**src/rtl/cv32e40p_obi_shadow_arbiter_if.sv**
```systemverilog
// Bundle of the core data, shadow-store and merged OBI ports of the shadow arbiter.
// The arbiter takes the slave view; the environment driving it takes the master view.
interface cv32e40p_obi_shadow_arbiter_if #(
  parameter int MAX_OUTSTANDING = 2
);
  localparam int CNT_W = $clog2(MAX_OUTSTANDING + 1);

  logic             data_req_i;
  logic             data_gnt_o;
  logic             data_rvalid_o;
  logic             data_we_i;
  logic [3:0]       data_be_i;
  logic [31:0]      data_addr_i;
  logic [31:0]      data_wdata_i;
  logic [31:0]      data_rdata_o;

  logic             shadow_req_i;
  logic             shadow_gnt_o;
  logic             shadow_rvalid_o;
  logic             shadow_we_i;
  logic [3:0]       shadow_be_i;
  logic [31:0]      shadow_addr_i;
  logic [31:0]      shadow_wdata_i;
  logic [31:0]      shadow_rdata_o;

  logic             obi_req_o;
  logic             obi_gnt_i;
  logic             obi_rvalid_i;
  logic             obi_we_o;
  logic [3:0]       obi_be_o;
  logic [31:0]      obi_addr_o;
  logic [31:0]      obi_wdata_o;
  logic [31:0]      obi_rdata_i;

  logic [CNT_W-1:0] outstanding_o;
  logic             resp_err_o;

  modport slave (
    input  data_req_i, data_we_i, data_be_i, data_addr_i, data_wdata_i,
    output data_gnt_o, data_rvalid_o, data_rdata_o,
    input  shadow_req_i, shadow_we_i, shadow_be_i, shadow_addr_i,
    input  shadow_wdata_i,
    output shadow_gnt_o, shadow_rvalid_o, shadow_rdata_o,
    output obi_req_o, obi_we_o, obi_be_o, obi_addr_o, obi_wdata_o,
    input  obi_gnt_i, obi_rvalid_i, obi_rdata_i,
    output outstanding_o, resp_err_o
  );

  modport master (
    output data_req_i, data_we_i, data_be_i, data_addr_i, data_wdata_i,
    input  data_gnt_o, data_rvalid_o, data_rdata_o,
    output shadow_req_i, shadow_we_i, shadow_be_i, shadow_addr_i,
    output shadow_wdata_i,
    input  shadow_gnt_o, shadow_rvalid_o, shadow_rdata_o,
    input  obi_req_o, obi_we_o, obi_be_o, obi_addr_o, obi_wdata_o,
    output obi_gnt_i, obi_rvalid_i, obi_rdata_i,
    input  outstanding_o, resp_err_o
  );
endinterface

```
**src/rtl/cv32e40p_obi_shadow_arbiter.sv**
```systemverilog
// Merges core data and shadow-store OBI ports onto one in-order OBI master.
// Optional anti-starvation for shadow: define CV32E40P_SHADOW_ANTISTARVE_EN.
module cv32e40p_obi_shadow_arbiter #(
  parameter int MAX_OUTSTANDING = 2,
  parameter int STARVE_LIMIT    = 4
) (
  input  logic clk_i,
  input  logic rst_i,
  cv32e40p_obi_shadow_arbiter_if.slave bus
);
  localparam int CNT_W = $clog2(MAX_OUTSTANDING + 1);
  localparam int PTR_W = (MAX_OUTSTANDING > 1) ? $clog2(MAX_OUTSTANDING) : 1;
  localparam logic [CNT_W-1:0] FULL_CNT = CNT_W'(MAX_OUTSTANDING);
  localparam logic [PTR_W-1:0] PTR_LAST = PTR_W'(MAX_OUTSTANDING - 1);

  logic [MAX_OUTSTANDING-1:0] tag_q;
  logic [PTR_W-1:0]           wr_ptr_q;
  logic [PTR_W-1:0]           rd_ptr_q;
  logic [CNT_W-1:0]           count_q;
  logic                       lock_q;
  logic                       lock_src_q;
  logic                       resp_err_q;

  logic sel_shadow;
  logic sel_req;
  logic any_req;
  logic full;
  logic fwd_req;
  logic push;
  logic pop;
  logic head;
  logic force_shadow;

`ifdef CV32E40P_SHADOW_ANTISTARVE_EN
  localparam int STARVE_W = $clog2(STARVE_LIMIT + 1);
  localparam logic [STARVE_W-1:0] STARVE_MAX = STARVE_W'(STARVE_LIMIT);
  logic [STARVE_W-1:0] starve_q;

  assign force_shadow = !lock_q && bus.shadow_req_i &&
                        (starve_q == STARVE_MAX);

  // Counts data wins while shadow waits; saturates at the limit.
  always_ff @(posedge clk_i or posedge rst_i) begin
    if (rst_i) begin
      starve_q <= '0;
    end else if (!bus.shadow_req_i || bus.shadow_gnt_o) begin
      starve_q <= '0;
    end else if (bus.data_gnt_o && starve_q != STARVE_MAX) begin
      starve_q <= starve_q + 1'b1;
    end
  end
`else
  assign force_shadow = 1'b0;
`endif

  always_comb begin
    sel_shadow = 1'b0;
    if (lock_q) begin
      sel_shadow = lock_src_q;
    end else begin
      sel_shadow = force_shadow || (!bus.data_req_i && bus.shadow_req_i);
    end
  end

  assign sel_req = sel_shadow ? bus.shadow_req_i : bus.data_req_i;
  assign any_req = bus.data_req_i | bus.shadow_req_i;
  assign full    = (count_q == FULL_CNT);
  assign fwd_req = sel_req && !full && !rst_i;
  assign push    = fwd_req && bus.obi_gnt_i;
  assign pop     = bus.obi_rvalid_i && (count_q != '0) && !rst_i;
  assign head    = tag_q[rd_ptr_q];

  assign bus.obi_req_o = fwd_req;
  assign bus.obi_we_o  = any_req &&
    (sel_shadow ? bus.shadow_we_i : bus.data_we_i);
  assign bus.obi_be_o  = !any_req ? '0 :
    (sel_shadow ? bus.shadow_be_i : bus.data_be_i);
  assign bus.obi_addr_o = !any_req ? '0 :
    (sel_shadow ? bus.shadow_addr_i : bus.data_addr_i);
  assign bus.obi_wdata_o = !any_req ? '0 :
    (sel_shadow ? bus.shadow_wdata_i : bus.data_wdata_i);

  assign bus.data_gnt_o      = push && !sel_shadow;
  assign bus.shadow_gnt_o    = push && sel_shadow;
  assign bus.data_rvalid_o   = pop && !head;
  assign bus.shadow_rvalid_o = pop && head;
  assign bus.data_rdata_o    = bus.obi_rdata_i;
  assign bus.shadow_rdata_o  = bus.obi_rdata_i;
  assign bus.outstanding_o   = count_q;
  assign bus.resp_err_o      = resp_err_q;

  always_ff @(posedge clk_i or posedge rst_i) begin
    if (rst_i) begin
      tag_q      <= '0;
      wr_ptr_q   <= '0;
      rd_ptr_q   <= '0;
      count_q    <= '0;
      lock_q     <= 1'b0;
      lock_src_q <= 1'b0;
      resp_err_q <= 1'b0;
    end else begin
      // Hold the selection while the address phase waits for a grant.
      lock_q <= fwd_req && !bus.obi_gnt_i;
      if (fwd_req && !bus.obi_gnt_i) begin
        lock_src_q <= sel_shadow;
      end
      if (push) begin
        tag_q[wr_ptr_q] <= sel_shadow;
        wr_ptr_q <= (wr_ptr_q == PTR_LAST) ? '0 : wr_ptr_q + 1'b1;
      end
      if (pop) begin
        rd_ptr_q <= (rd_ptr_q == PTR_LAST) ? '0 : rd_ptr_q + 1'b1;
      end
      unique case ({push, pop})
        2'b10:   count_q <= count_q + 1'b1;
        2'b01:   count_q <= count_q - 1'b1;
        default: count_q <= count_q;
      endcase
      if (bus.obi_rvalid_i && count_q == '0) begin
        resp_err_q <= 1'b1;
      end
    end
  end
endmodule

```
**src/flat_wrapper.sv**
```systemverilog
// flat-port wrapper written by rule: the top's interface ports become plain ports
module cv32e40p_obi_shadow_arbiter_flat 
#(
  parameter int MAX_OUTSTANDING = 2,
  parameter int STARVE_LIMIT    = 4
)
  (clk_i, rst_i, bus_data_req_i, bus_data_we_i, bus_data_be_i, bus_data_addr_i, bus_data_wdata_i, bus_data_gnt_o, bus_data_rvalid_o, bus_data_rdata_o, bus_shadow_req_i, bus_shadow_we_i, bus_shadow_be_i, bus_shadow_addr_i, bus_shadow_wdata_i, bus_shadow_gnt_o, bus_shadow_rvalid_o, bus_shadow_rdata_o, bus_obi_req_o, bus_obi_we_o, bus_obi_be_o, bus_obi_addr_o, bus_obi_wdata_o, bus_obi_gnt_i, bus_obi_rvalid_i, bus_obi_rdata_i, bus_outstanding_o, bus_resp_err_o);
  cv32e40p_obi_shadow_arbiter_if #(.MAX_OUTSTANDING(MAX_OUTSTANDING)) bus_i ();
  input  logic clk_i;
  input  logic rst_i;
  input wire logic [$bits(bus_i.data_req_i)-1:0] bus_data_req_i;
  input wire logic [$bits(bus_i.data_we_i)-1:0] bus_data_we_i;
  input wire logic [$bits(bus_i.data_be_i)-1:0] bus_data_be_i;
  input wire logic [$bits(bus_i.data_addr_i)-1:0] bus_data_addr_i;
  input wire logic [$bits(bus_i.data_wdata_i)-1:0] bus_data_wdata_i;
  output wire logic [$bits(bus_i.data_gnt_o)-1:0] bus_data_gnt_o;
  output wire logic [$bits(bus_i.data_rvalid_o)-1:0] bus_data_rvalid_o;
  output wire logic [$bits(bus_i.data_rdata_o)-1:0] bus_data_rdata_o;
  input wire logic [$bits(bus_i.shadow_req_i)-1:0] bus_shadow_req_i;
  input wire logic [$bits(bus_i.shadow_we_i)-1:0] bus_shadow_we_i;
  input wire logic [$bits(bus_i.shadow_be_i)-1:0] bus_shadow_be_i;
  input wire logic [$bits(bus_i.shadow_addr_i)-1:0] bus_shadow_addr_i;
  input wire logic [$bits(bus_i.shadow_wdata_i)-1:0] bus_shadow_wdata_i;
  output wire logic [$bits(bus_i.shadow_gnt_o)-1:0] bus_shadow_gnt_o;
  output wire logic [$bits(bus_i.shadow_rvalid_o)-1:0] bus_shadow_rvalid_o;
  output wire logic [$bits(bus_i.shadow_rdata_o)-1:0] bus_shadow_rdata_o;
  output wire logic [$bits(bus_i.obi_req_o)-1:0] bus_obi_req_o;
  output wire logic [$bits(bus_i.obi_we_o)-1:0] bus_obi_we_o;
  output wire logic [$bits(bus_i.obi_be_o)-1:0] bus_obi_be_o;
  output wire logic [$bits(bus_i.obi_addr_o)-1:0] bus_obi_addr_o;
  output wire logic [$bits(bus_i.obi_wdata_o)-1:0] bus_obi_wdata_o;
  input wire logic [$bits(bus_i.obi_gnt_i)-1:0] bus_obi_gnt_i;
  input wire logic [$bits(bus_i.obi_rvalid_i)-1:0] bus_obi_rvalid_i;
  input wire logic [$bits(bus_i.obi_rdata_i)-1:0] bus_obi_rdata_i;
  output wire logic [$bits(bus_i.outstanding_o)-1:0] bus_outstanding_o;
  output wire logic [$bits(bus_i.resp_err_o)-1:0] bus_resp_err_o;
  assign bus_i.data_req_i = bus_data_req_i;
  assign bus_i.data_we_i = bus_data_we_i;
  assign bus_i.data_be_i = bus_data_be_i;
  assign bus_i.data_addr_i = bus_data_addr_i;
  assign bus_i.data_wdata_i = bus_data_wdata_i;
  assign bus_data_gnt_o = bus_i.data_gnt_o;
  assign bus_data_rvalid_o = bus_i.data_rvalid_o;
  assign bus_data_rdata_o = bus_i.data_rdata_o;
  assign bus_i.shadow_req_i = bus_shadow_req_i;
  assign bus_i.shadow_we_i = bus_shadow_we_i;
  assign bus_i.shadow_be_i = bus_shadow_be_i;
  assign bus_i.shadow_addr_i = bus_shadow_addr_i;
  assign bus_i.shadow_wdata_i = bus_shadow_wdata_i;
  assign bus_shadow_gnt_o = bus_i.shadow_gnt_o;
  assign bus_shadow_rvalid_o = bus_i.shadow_rvalid_o;
  assign bus_shadow_rdata_o = bus_i.shadow_rdata_o;
  assign bus_obi_req_o = bus_i.obi_req_o;
  assign bus_obi_we_o = bus_i.obi_we_o;
  assign bus_obi_be_o = bus_i.obi_be_o;
  assign bus_obi_addr_o = bus_i.obi_addr_o;
  assign bus_obi_wdata_o = bus_i.obi_wdata_o;
  assign bus_i.obi_gnt_i = bus_obi_gnt_i;
  assign bus_i.obi_rvalid_i = bus_obi_rvalid_i;
  assign bus_i.obi_rdata_i = bus_obi_rdata_i;
  assign bus_outstanding_o = bus_i.outstanding_o;
  assign bus_resp_err_o = bus_i.resp_err_o;
  cv32e40p_obi_shadow_arbiter #(.MAX_OUTSTANDING(MAX_OUTSTANDING), .STARVE_LIMIT(STARVE_LIMIT)) u_core (.clk_i(clk_i), .rst_i(rst_i), .bus(bus_i));
endmodule
```
**config.mk**
```make
export PLATFORM = sky130hd
export DESIGN_NAME = cv32e40p_obi_shadow_arbiter_flat
export DESIGN_NICKNAME = d
export VERILOG_FILES = /design/src/rtl/cv32e40p_obi_shadow_arbiter_if.sv /design/src/rtl/cv32e40p_obi_shadow_arbiter.sv /design/src/flat_wrapper.sv
export SDC_FILE = /design/constraint.sdc
export NUM_CORES = 1
export LEC_CHECK = 0
export ABC_AREA = 1
export CORE_AREA = 8 8 116 118
export CTS_BUF_LIST = sky130_fd_sc_hd__clkbuf_8
export CTS_CLUSTER_DIAMETER = 30
export DETAILED_ROUTE_END_ITERATION = 16
export DIE_AREA = 0 0 124 126
export SETUP_SLACK_MARGIN = 0.2
export SLEW_MARGIN = 15
export SYNTH_ARGS = -nofsm -noshare
export SYNTH_HDL_FRONTEND = slang
export SYNTH_SLANG_ARGS = --single-unit
export TNS_END_PERCENT = 50
```
**constraint.sdc**
```tcl
create_clock -name clk_i -period 1.85 [get_ports clk_i]
set_clock_uncertainty 0.05 [all_clocks]
set_input_delay 0.37 -clock clk_i [delete_from_list [all_inputs] [get_ports clk_i]]
set_output_delay 0.37 -clock clk_i [all_outputs]
set_load 0.05 [all_outputs]
```
==> results.md <==
* Status: finished, violations left
* Failing checks: setup timing
* Worst Setup Slack, final at -202 ps
* Area Overhead vs Synth at 226%
* Clock Sinks at 9
* Max clock buf depth at 2
* Clock period minus worst slack at 2050 ps
* WL/cell at 18.8 um
* Fin cells at approximately 700
* Root buf cell: clkbuf_8
* Ys async rst share at 100%
* Crit path capture type: primary output
* RSZ-0062 raised after global routing: true
* Largest family of logic cells by synthesized area: simple AND/OR/NAND/NOR gates
* Nets at around 700
* Design Power at 0.00494 W
* DRT Pass-1 Iters at 5
* Stages on the worst setup path at 9
* Commonest register cell after synthesis: dfrtp_1
* Synthesized area at 1950 um^2
* Arrival @ worst endpoint at 1630 ps
* Latest clock arrival within the worst-skew pair at around 230 ps
* Cell Pwr Density at between 700 and 800 nW/um^2
* Setup crit start: u_core.lock_q$_DFF_PP0_
* Synth area leaders: nand2_1, buf_4, a21oi_1, dfrtp_1, buf_2
* FF-to-FF path depth at 8
* WS Path Type: register to primary output
* Routed wire length at 13000 um
* Placeable Area at 11700 um^2
* Cells after DPL at between 600 and 700
* Syn Nets at 530
* Final hold viol count at 0
* CTS tree: done
* Xor-xnor portion of the synthesized cell area at under 10%
* Post-synthesis simple-gate area fraction at 33.4%
* Worst r2r src: u_core.lock_q$_DFF_PP0_
* Slowest cell on crit path: dfrtp_1
* Via Count at 3030
* Peak VDD IR at ~660 uV
* IO Pins at 317
* GRT Total Usage at 15.1%
* Worst Setup Start Kind: register
* Layout cells sized above 1 at 52.6%
* Final setup vio count at 71
* Cell accounting for the most synthesized area: nand2_1
* Post-synth EDFFs at 0
* Total negative slack at -11690 ps
* Placer Congestion at between 0.7 and 0.8
* Adder-Cell Fraction of Synth Area at 0.641%
* DR DRC count at 0
* Period Utilization, post-route at 111%
* Initial drt markers at 69
* Hold Crit Class: input pin to asynchronous set/reset pin
* P_leak at 2.54 nW
* Die W at between 100 and 150 um
* Peak Freq at 487 MHz
* Worst Path Buf+Inv at 5
* Slew HR at 80.7%
* CP Data Required Time at 1430 ps
* Worst hold slack at between 300 and 400 ps
* Initial antenna violation count at 1
* Clock-pin slew on the worst setup and hold paths at around 50 ps
* Antenna-violating nets left at 0
* CP dominant cell by count: buf_12
* First-pass GRT wire length at between 15000 and 20000 um
* Mean post-synth cell area at 5.53 um^2
* Largest net degree at the start of global routing at 21
* Seq/Total Area, Yosys at about 12%
* Worst-path cell chain: inv_2, nand2_4, nand2_8, buf_6, buf_12, buf_16, nand2_2, a21oi_4, buf_12
* #FFs+latches synth at 9
* Via-per-instance ratio at 4.40
* DP HPWL at 9240 um
* Initial Util at 16.7%
* IO buf count at between 200 and 250
* Compound-cell area share of the yosys netlist at roughly a fifth
* H-tree depth at 1
* FP Rows at 40
* Vias in the first global route at roughly 3400
* Cell variety after synth at 22
* Worst Tran Pin Value at around 290 ps
* Critical Path Max Stage Delay at roughly 410 ps
* Die height at about 130 um
* Post-synth top area share at 28.9%
* Largest delay share family, worst path: buffers and inverters
* Max-slew violations at 0
* Maxcap violations at 0
* Top cells by count, synth: nand2_1, buf_4, a21oi_1
* Gate Count Post-Synth at roughly 350
* Reg-to-reg slack, setup at 60 ps
* Most common cell in the netlist: nand2_1
* Mux contribution to synthesized area at 0%
* R2R Path End: u_core.bus.outstanding_o[1]$_DFFE_PP0P_
* Total CTS buffers at 3
* Max FO, Critical Path at 8
* Synth warnings at 0
* Setup crit end: bus_obi_addr_o[21]
* Gr ovfl total at 0
* Die Area at 15600 um^2
cells in the final DEF, fill, tap and decap left out, drive strengths merged, types with 2 or more instances in the layout:
master / instances
dfrtp: 9
clkdlybuf4s15: 2
nand4: 4
clkdlybuf4s50: 139
clkbuf: 7
nand2: 153
a21oi: 71
o21ai: 5
xor2: 2
dlygate4sd2: 2
buf: 121
nor2: 7
inv: 12
power by group:
group          internal, W  switching (W)  leakage [nW]  total, W
combinational      0.00211        0.00224          2.40   0.00435
sequential        0.000281      0.0000886         0.107  0.000370
clock             0.000144      0.0000760        0.0269  0.000220
worst min-delay path by stage:
stage / from / end / slack [ps] / cells after the start
after detailed placement: u_core.bus.resp_err_o$_DFFE_PP0P_ / u_core.bus.resp_err_o$_DFFE_PP0P_ / 400 / 1
after CTS: rst_i / u_core.bus.resp_err_o$_DFFE_PP0P_ / 310 / 3
final: rst_i / u_core.bus.resp_err_o$_DFFE_PP0P_ / 320 / 3
after global placement: u_core.bus.resp_err_o$_DFFE_PP0P_ / u_core.bus.resp_err_o$_DFFE_PP0P_ / 400 / 1
after floorplan: rst_i / u_core.bus.resp_err_o$_DFFE_PP0P_ / 110 / 1
after global routing: rst_i / u_core.bus.resp_err_o$_DFFE_PP0P_ / 340 / 3
worst reg2reg max path, stage by stage (launching register included):
cell	delay [ps]
dfrtp_1	410
nand2_2	140
nand3_1	160
a21oi_4	190
nand2_4	70
ha_1	290
a21oi_1	110
o21ai_0	110
xor2_1	150
cell type report:
cell class              instances  area, um^2
repair buffers                268        3720
diodes                          1        2.50
inverters                      12        56.3
flip-flops and latches          9         228
clock buffers                   3        41.3
fillers                      1000        5350
clock inverters                 1        3.75
multi-input cells             247        2120
well taps                     147         184
registers in the layout, indices dropped and copies added, names as in the netlist:
name	cells
u_core.tag_q	2
u_core.bus.outstanding_o	2
u_core.lock_q	1
u_core.bus.resp_err_o	1
u_core.lock_src_q	1
u_core.wr_ptr_q	1
u_core.rd_ptr_q	1
metal layers:
layer  wire (um)  track usage, %
met1        4810            16.0
met2        6600            28.4
met3        1390            4.78
met4         165            2.73
met5           0               0
what timing repair did:
action | CTS | global route
cloned | 9 | 4
gates resized for setup | 127 | 52
buffers inserted | 8 | 1
hold buffers | 0 | 0
pin swaps | 51 | 24
hold endpoints to repair | 0 | 0
setup endpoints to repair | 76 | 76
cells by family (layout without fill, tap and decap cells):
family / after synthesis / in the layout
and+or+nand+nor: 166 / 166
xor gates and xnor gates: 3 / 3
buffers and inverters: 97 / 284
other: 0 / 1
DFF: 9 / 9
adders and majority gates: 1 / 1
AOI/OAI and AO/OA: 77 / 77
through the flow:
step / utilization, % / area (um^2) / setup slack, ps
2_1_floorplan: - / 2390 / -214
3_3_place_gp: 44.6 / 5220 / -536
3_5_place_dp: 44.6 / 5220 / -557
4_1_cts: 51.5 / 6030 / -224
5_1_grt: 54.3 / 6360 / -271
6_report: 54.3 / 6360 / -202
Power figures use the tool's default switching activity.
